--- config.mk ---
export PLATFORM = sky130hd
export DESIGN_NAME = bcd_time_counter
export DESIGN_NICKNAME = d
export VERILOG_FILES = /design/src/rtl/clock_pkg.sv /design/src/rtl/bcd_mod_counter.sv /design/src/rtl/bcd_time_counter.sv
export SDC_FILE = /design/constraint.sdc
export NUM_CORES = 1
export LEC_CHECK = 0
export BUFFER_PORTS_ARGS = -buffer_cell sky130_fd_sc_hd__buf_2
export CORE_ASPECT_RATIO = 1.25
export CORE_MARGIN = 10
export CORE_UTILIZATION = 60
export CTS_BUF_LIST = sky130_fd_sc_hd__clkbuf_8
export DETAILED_ROUTE_END_ITERATION = 10
export GPL_TIMING_DRIVEN = 0
export PLACE_DENSITY = 0.82
export RECOVER_POWER = 50
export SYNTH_ARGS = -nofsm -noshare
export SYNTH_HDL_FRONTEND = slang
export SYNTH_SLANG_ARGS = --single-unit
--- constraint.sdc ---
create_clock -name clk -period 2.5 [get_ports clk]
set_input_delay 0.5 -clock clk [delete_from_list [all_inputs] [get_ports clk]]
set_output_delay 0.5 -clock clk [all_outputs]
set_load 0.03 [all_outputs]
--- src/rtl/clock_pkg.sv ---
// Shared types and limits for the 24-hour BCD timekeeping core.
package clock_pkg;

    typedef logic [3:0] bcd_t;

    // Displayed time, most significant digit first (matches digit1..digit4).
    typedef struct packed {
        bcd_t hour_tens;
        bcd_t hour_units;
        bcd_t min_tens;
        bcd_t min_units;
    } hhmm_t;

    // Raw asynchronous controls, bundled so one synchroniser chain carries all three.
    typedef struct packed {
        logic set_en;
        logic btn_hour;
        logic btn_min;
    } ctl_t;

    localparam int MAX_SEC  = 59;
    localparam int MAX_MIN  = 59;
    localparam int MAX_HOUR = 23;

    localparam hhmm_t RESET_TIME = '{hour_tens: 4'd0, hour_units: 4'd0,
                                     min_tens: 4'd0, min_units: 4'd0};

endpackage

--- src/rtl/bcd_mod_counter.sv ---
// Two-digit BCD modulo-(MAX+1) counter; carry_o is combinational so chained
// instances all roll over on the same edge.
module bcd_mod_counter
    import clock_pkg::*;
#(
    parameter int   MAX       = 59,
    parameter bcd_t RST_TENS  = 4'd0,
    parameter bcd_t RST_UNITS = 4'd0
) (
    input  logic clk,
    input  logic rst_n,
    input  logic inc_i,
    input  logic clr_i,
    output bcd_t tens_o,
    output bcd_t units_o,
    output logic carry_o
);

    localparam bcd_t MAX_TENS  = bcd_t'(MAX / 10);
    localparam bcd_t MAX_UNITS = bcd_t'(MAX % 10);

    bcd_t tens_q, tens_d;
    bcd_t units_q, units_d;
    logic at_max;

    assign at_max  = (tens_q == MAX_TENS) && (units_q == MAX_UNITS);
    assign carry_o = inc_i && !clr_i && at_max;

    always_comb begin
        // NOTE: every next-state signal takes a default first so no path infers a latch.
        tens_d  = tens_q;
        units_d = units_q;
        if (clr_i) begin
            tens_d  = 4'd0;
            units_d = 4'd0;
        end else if (inc_i) begin
            if (at_max) begin
                tens_d  = 4'd0;
                units_d = 4'd0;
            end else if (units_q == 4'd9) begin
                tens_d  = tens_q + 4'd1;
                units_d = 4'd0;
            end else begin
                units_d = units_q + 4'd1;
            end
        end
    end

    always_ff @(posedge clk or negedge rst_n) begin
        if (!rst_n) begin
            tens_q  <= RST_TENS;
            units_q <= RST_UNITS;
        end else begin
            // NOTE: state registers use non-blocking assignment so all flops update together.
            tens_q  <= tens_d;
            units_q <= units_d;
        end
    end

    assign tens_o  = tens_q;
    assign units_o = units_q;

endmodule

--- src/rtl/bcd_time_counter.sv ---
// 24-hour HH:MM:SS timekeeper with 1 Hz prescaler, blinking colon and
// synchronised set-mode buttons for hour/minute adjustment.
module bcd_time_counter
    import clock_pkg::*;
#(
    parameter int TICK_DIV    = 50_000_000,
    parameter int SYNC_STAGES = 2
) (
    input  logic       clk,
    input  logic       rst_n,
    input  logic       set_en,
    input  logic       btn_hour,
    input  logic       btn_min,
    output logic [3:0] digit1,
    output logic [3:0] digit2,
    output logic [3:0] digit3,
    output logic [3:0] digit4,
    output logic       ptflag,
    output logic       tick_1hz
);

    localparam int PW = $clog2(TICK_DIV);

    logic [PW-1:0]              presc_q, presc_d;
    ctl_t [SYNC_STAGES-1:0]     sync_q;
    ctl_t                       synced;
    logic                       hour_hist_q, min_hist_q;
    logic                       tick_q, ptflag_q;
    logic                       run, wrap, press_hour, press_min;
    logic                       sec_carry, min_carry, hour_carry_unused;
    logic [7:0]                 sec_bcd_unused;

    assign synced     = sync_q[SYNC_STAGES-1];
    assign run        = !synced.set_en;
    assign wrap       = run && (presc_q == PW'(TICK_DIV - 1));
    assign press_hour = synced.btn_hour && !hour_hist_q;
    assign press_min  = synced.btn_min  && !min_hist_q;

    // Set mode parks the prescaler at 0, so leaving it always restarts a full second.
    assign presc_d = (!run || wrap) ? '0 : presc_q + 1'b1;

    always_ff @(posedge clk or negedge rst_n) begin
        if (!rst_n) begin
            presc_q     <= '0;
            sync_q      <= '0;
            hour_hist_q <= 1'b0;
            min_hist_q  <= 1'b0;
            tick_q      <= 1'b0;
            ptflag_q    <= 1'b1;
        end else begin
            presc_q     <= presc_d;
            sync_q      <= {sync_q[SYNC_STAGES-2:0], ctl_t'{set_en, btn_hour, btn_min}};
            // History tracks in both modes, so run-mode presses are simply dropped.
            hour_hist_q <= synced.btn_hour;
            min_hist_q  <= synced.btn_min;
            tick_q      <= wrap;
            ptflag_q    <= (presc_d < PW'(TICK_DIV / 2));
        end
    end

    bcd_mod_counter #(.MAX(MAX_SEC)) u_sec (
        .clk     (clk),
        .rst_n   (rst_n),
        .inc_i   (wrap),
        .clr_i   (!run),
        .tens_o  (sec_bcd_unused[7:4]),
        .units_o (sec_bcd_unused[3:0]),
        .carry_o (sec_carry)
    );

    // In set mode the minute wrap must not ripple into hours.
    bcd_mod_counter #(
        .MAX       (MAX_MIN),
        .RST_TENS  (RESET_TIME.min_tens),
        .RST_UNITS (RESET_TIME.min_units)
    ) u_min (
        .clk     (clk),
        .rst_n   (rst_n),
        .inc_i   (run ? sec_carry : press_min),
        .clr_i   (1'b0),
        .tens_o  (digit3),
        .units_o (digit4),
        .carry_o (min_carry)
    );

    bcd_mod_counter #(
        .MAX       (MAX_HOUR),
        .RST_TENS  (RESET_TIME.hour_tens),
        .RST_UNITS (RESET_TIME.hour_units)
    ) u_hour (
        .clk     (clk),
        .rst_n   (rst_n),
        .inc_i   (run ? min_carry : press_hour),
        .clr_i   (1'b0),
        .tens_o  (digit1),
        .units_o (digit2),
        .carry_o (hour_carry_unused)
    );

    assign tick_1hz = tick_q;
    assign ptflag   = ptflag_q;

endmodule

==> flow_summary_export.csv <==
group,metric,value,unit
outcome,status,"completed",
layout,final_nets,407,
logic_synthesis,ys.flop_type,"dfrtp_1",
floorplan,core,5520,um2
power,pwr-share-clk,34.0,%
power,pwr-share-seq,45.0,%
clocking,cts_buffer_depth,2,
drt,ant_nets,0,
logic_synthesis,synth-compound-area-share,12.2,%
drt,wire_per_inst,17.1,um
clocking,clock_latency,340,ps
place,io_buffers,22,
clocking,clockRootBuffer,"clkbuf_8",
timing,setup_viol,0,
worst_setup_path,worst-r2r-cell-count,9,
floorplan,initial_core_util,62.5,%
logic_synthesis,synth_edf_count,0,
floorplan,die_width,87.8,um
clocking,numCtsBuffers,9,
grt,grt_pass1_vias,2657,
timing,rsz0062_at_grt,"true",
power,powerDensity,666,nW/um2
clocking,hold_buffers,0,
worst_setup_path,critPathKind,"reg2reg",
flow_run,max_cap_violations,0,
layout,post_route_cells_drive_above_1_share,21.1,%
worst_setup_path,path_cells,"ha_1 > clkbuf_4 > nand4_4 > buf_12 > nor4_4 > and4_1 > o21ai_0 > a211oi_1 > a31oi_1",
power,p_sw_share,32.8,%
timing,fin_skew,8.88,ps
layout,area_growth,13.6,%
grt,grt_util_all_layers,17.2,%
worst_setup_path,crit_path_max_fanout,8,
timing,layout_min_cycle_time,2440,ps
logic_synthesis,synth.avg_cell_area,9.80,um2
logic_synthesis,muxShareOfSynthArea,3.23,%
logic_synthesis,synthArstFlopShare,100,%
worst_setup_path,reg2reg_to,"ptflag$_DFF_PN1_",
drt,num_vias,2798,
logic_synthesis,netlist_area,3450,um2
timing,timing.fmax,0.410,GHz
logic_synthesis,yosys.area_share.adder,4.72,%
worst_setup_path,crit_family,"simple AND/OR/NAND/NOR gates",
drt,detail_route.iter0.violations,225,
logic_synthesis,yosys.area_share.simple,28.3,%
timing,worst_slack,62.3,ps
grt,grt-ovfl-total,0,
clocking,cts_tree,"yes",
timing,fin_tns_setup,0,ps
min_path,hold_end,"sync_q[1]$_DFF_PN0_",
min_path,worstHoldStart,"btn_hour",
worst_setup_path,max_stage_delay,430,ps
power,leakage,0.00179,uW
timing,timing.hold.ws,264,ps
power,power,2610,uW
drt,drc,0,
logic_synthesis,seq_area_frac_synth,43.6,%
worst_setup_path,cp-start-kind,"flop",
power,power_frac_comb,20.9,%
worst_setup_path,crit_cells,9,
power,internal_power,1750,uW
place,hpwl,5360,um
logic_synthesis,yosys_warnings,0,
clocking,htreeDepth,3,
drt,routed_wl,7830,um
logic_synthesis,syn_nets,370,
power,p_switching,855,uW
layout,multi_input_area,1840,um2
logic_synthesis,synth-xor-area-share,4.06,%
grt,grt_pass1_wl,12900,um
logic_synthesis,syn_inst,352,
grt,antenna_found_initial,0,
worst_setup_path,cp.arrival,2690,ps
layout,antenna_cells,0,
worst_setup_path,path_buf_inv,2,
timing,max-slew-margin-rel,3.82,%
floorplan,rows,30,
clocking,clk_pin_slew,70,ps
drt,drt-pass1-iter-count,4,
worst_setup_path,worstPathRequired,2750,ps
floorplan,die_y,105,um
worst_setup_path,crit_slowest_cell,"nor4_4",
floorplan,dieArea,9200,um2
layout,seq_area,1500,um2
drt,avgViaCountPerCell,6.12,
worst_setup_path,regToRegStartpoint,"presc_q[0]$_DFF_PN0_",
power,peakVddDrop,0.502,mV
worst_setup_path,ff2ff_setup_slack,60,ps
layout,final_cell_mix,"dfrtp_1 (59), nor2_1 (44), buf_2 (25), nand2_1 (23), nand3_1 (22)",
place,gp_congestion,0.937,
clocking,numClockSinks,60,
layout,final_common_cell,"dfrtp_1",
timing,fin_crit_sh,97.5,%
min_path,hold_path_depth,1,
min_path,hold_path_class,"in2reg",
timing,worstMarginPinSlew,1440,ps
logic_synthesis,synth_top_family_by_area,"simple AND/OR/NAND/NOR gates",
logic_synthesis,ys_types,66,
logic_synthesis,ys_ff_latch,60,
grt,grt_max_degree,61,
floorplan,ios,23,
worst_setup_path,worstSetupEndpointType,"flop",
layout,fillers,416,
timing,finalHoldViolCount,0,
timing,drv_slew,0,
place,post-place-ws,-140,ps
-- flip-flops by register name (all words and copies together) (netlist names) --
| signal | cells |
|---|---|
| u_min.tens_o | 4 |
| min_hist_q | 1 |
| u_sec.tens_o | 4 |
| hour_hist_q | 1 |
| u_min.units_o | 4 |
| u_hour.tens_o | 4 |
| u_sec.units_o | 4 |
| tick_1hz | 1 |
| presc_q | 26 |
| sync_q | 6 |
| ptflag | 1 |
| u_hour.units_o | 4 |
-- power by group through the flow --
stage | clock network (uW) | registers, uW | logic (uW)
final | 888 | 1170 | 545
after global routing | 945 | 1190 | 609
after CTS | 899 | 1170 | 550
after detailed placement | 0 | 1180 | 544
after global placement | 0 | 1180 | 523
after floorplan | 0 | 1320 | 230
-- worst max path at each step --
stage	start	to	slack [ps]
2_1_floorplan	u_hour.tens_o[1]$_DFFE_PN0P_	u_hour.tens_o[2]$_DFFE_PN0P_	250
3_3_place_gp	presc_q[0]$_DFF_PN0_	presc_q[18]$_DFF_PN0_	-60
3_5_place_dp	presc_q[0]$_DFF_PN0_	presc_q[25]$_DFF_PN0_	-140
4_1_cts	presc_q[0]$_DFF_PN0_	ptflag$_DFF_PN1_	30
5_1_grt	presc_q[0]$_DFF_PN0_	ptflag$_DFF_PN1_	-30
6_report	presc_q[0]$_DFF_PN0_	ptflag$_DFF_PN1_	60
-- cells by family after synthesis --
| family | count (synthesis) |
|---|---|
| flops | 60 |
| buf+inv | 28 |
| mux | 10 |
| fa+ha+maj | 13 |
| compound gates | 62 |
| xor+xnor | 16 |
| simple gates | 163 |
-- layer usage --
metal  track usage [%]  routed length (um)  vias to the layer above  part of all wire (%)
li1                  -                   -                     1347                     -
met1              20.6                3290                     1382                    42
met2              28.3                4070                       57                    52
met3              4.43                 363                       12                   4.6
met4              6.51                 115                        0                   1.5
met5                 0                   0                        -                     0
-- synth_stat cells, types with 6 or more instances --
master	instances	area share, %
dfrtp_1	59	43
nand4_1	10	1.8
o21ai_0	11	1.6
nand3_1	22	3.2
and2_1	6	1.1
nor2_1	44	4.8
ha_1	13	4.7
xor2_1	10	2.5
inv_1	16	1.7
o21a_1	7	1.5
nand2_1	24	2.6
buf_2	6	0.87
xnor2_1	6	1.5
a21oi_1	11	1.6
nor3_1	9	1.3
-- final cells by class --
cell class | count | share of cell area, %
Multi-Input combinational cell | 264 | 46.9
Sequential cell | 60 | 38.4
Timing Repair Buffer | 26 | 3.90
Clock buffer | 11 | 3.86
Buffer | 12 | 2.11
Tap cell | 64 | 2.04
Inverter | 16 | 1.53
Clock inverter | 4 | 1.25
-- stage by stage --
| step | std cells | area, um2 | utilization [%] |
|---|---|---|---|
| CTS | 453 | 3840 | 69.7 |
| finish | 457 | 3920 | 71.0 |
| global placement | 438 | 3640 | 66.0 |
| global route | 457 | 3920 | 71.0 |
| floorplan | 352 | 3450 | - |
| detailed placement | 438 | 3640 | 66.0 |
-- worst register-to-register path, delay by kind of cell, from the launching register on --
family	cells	cell delay, ps
flops	1	410
compound gates	3	560
buf+inv	2	380
simple gates	3	840
fa+ha+maj	1	160
-- timing repair --
action                     CTS  global route
pin swaps                    1             1
setup buffers                0             4
setup endpoints to repair   11             9
resized for setup            2             6
Power figures use the tool's default switching activity.
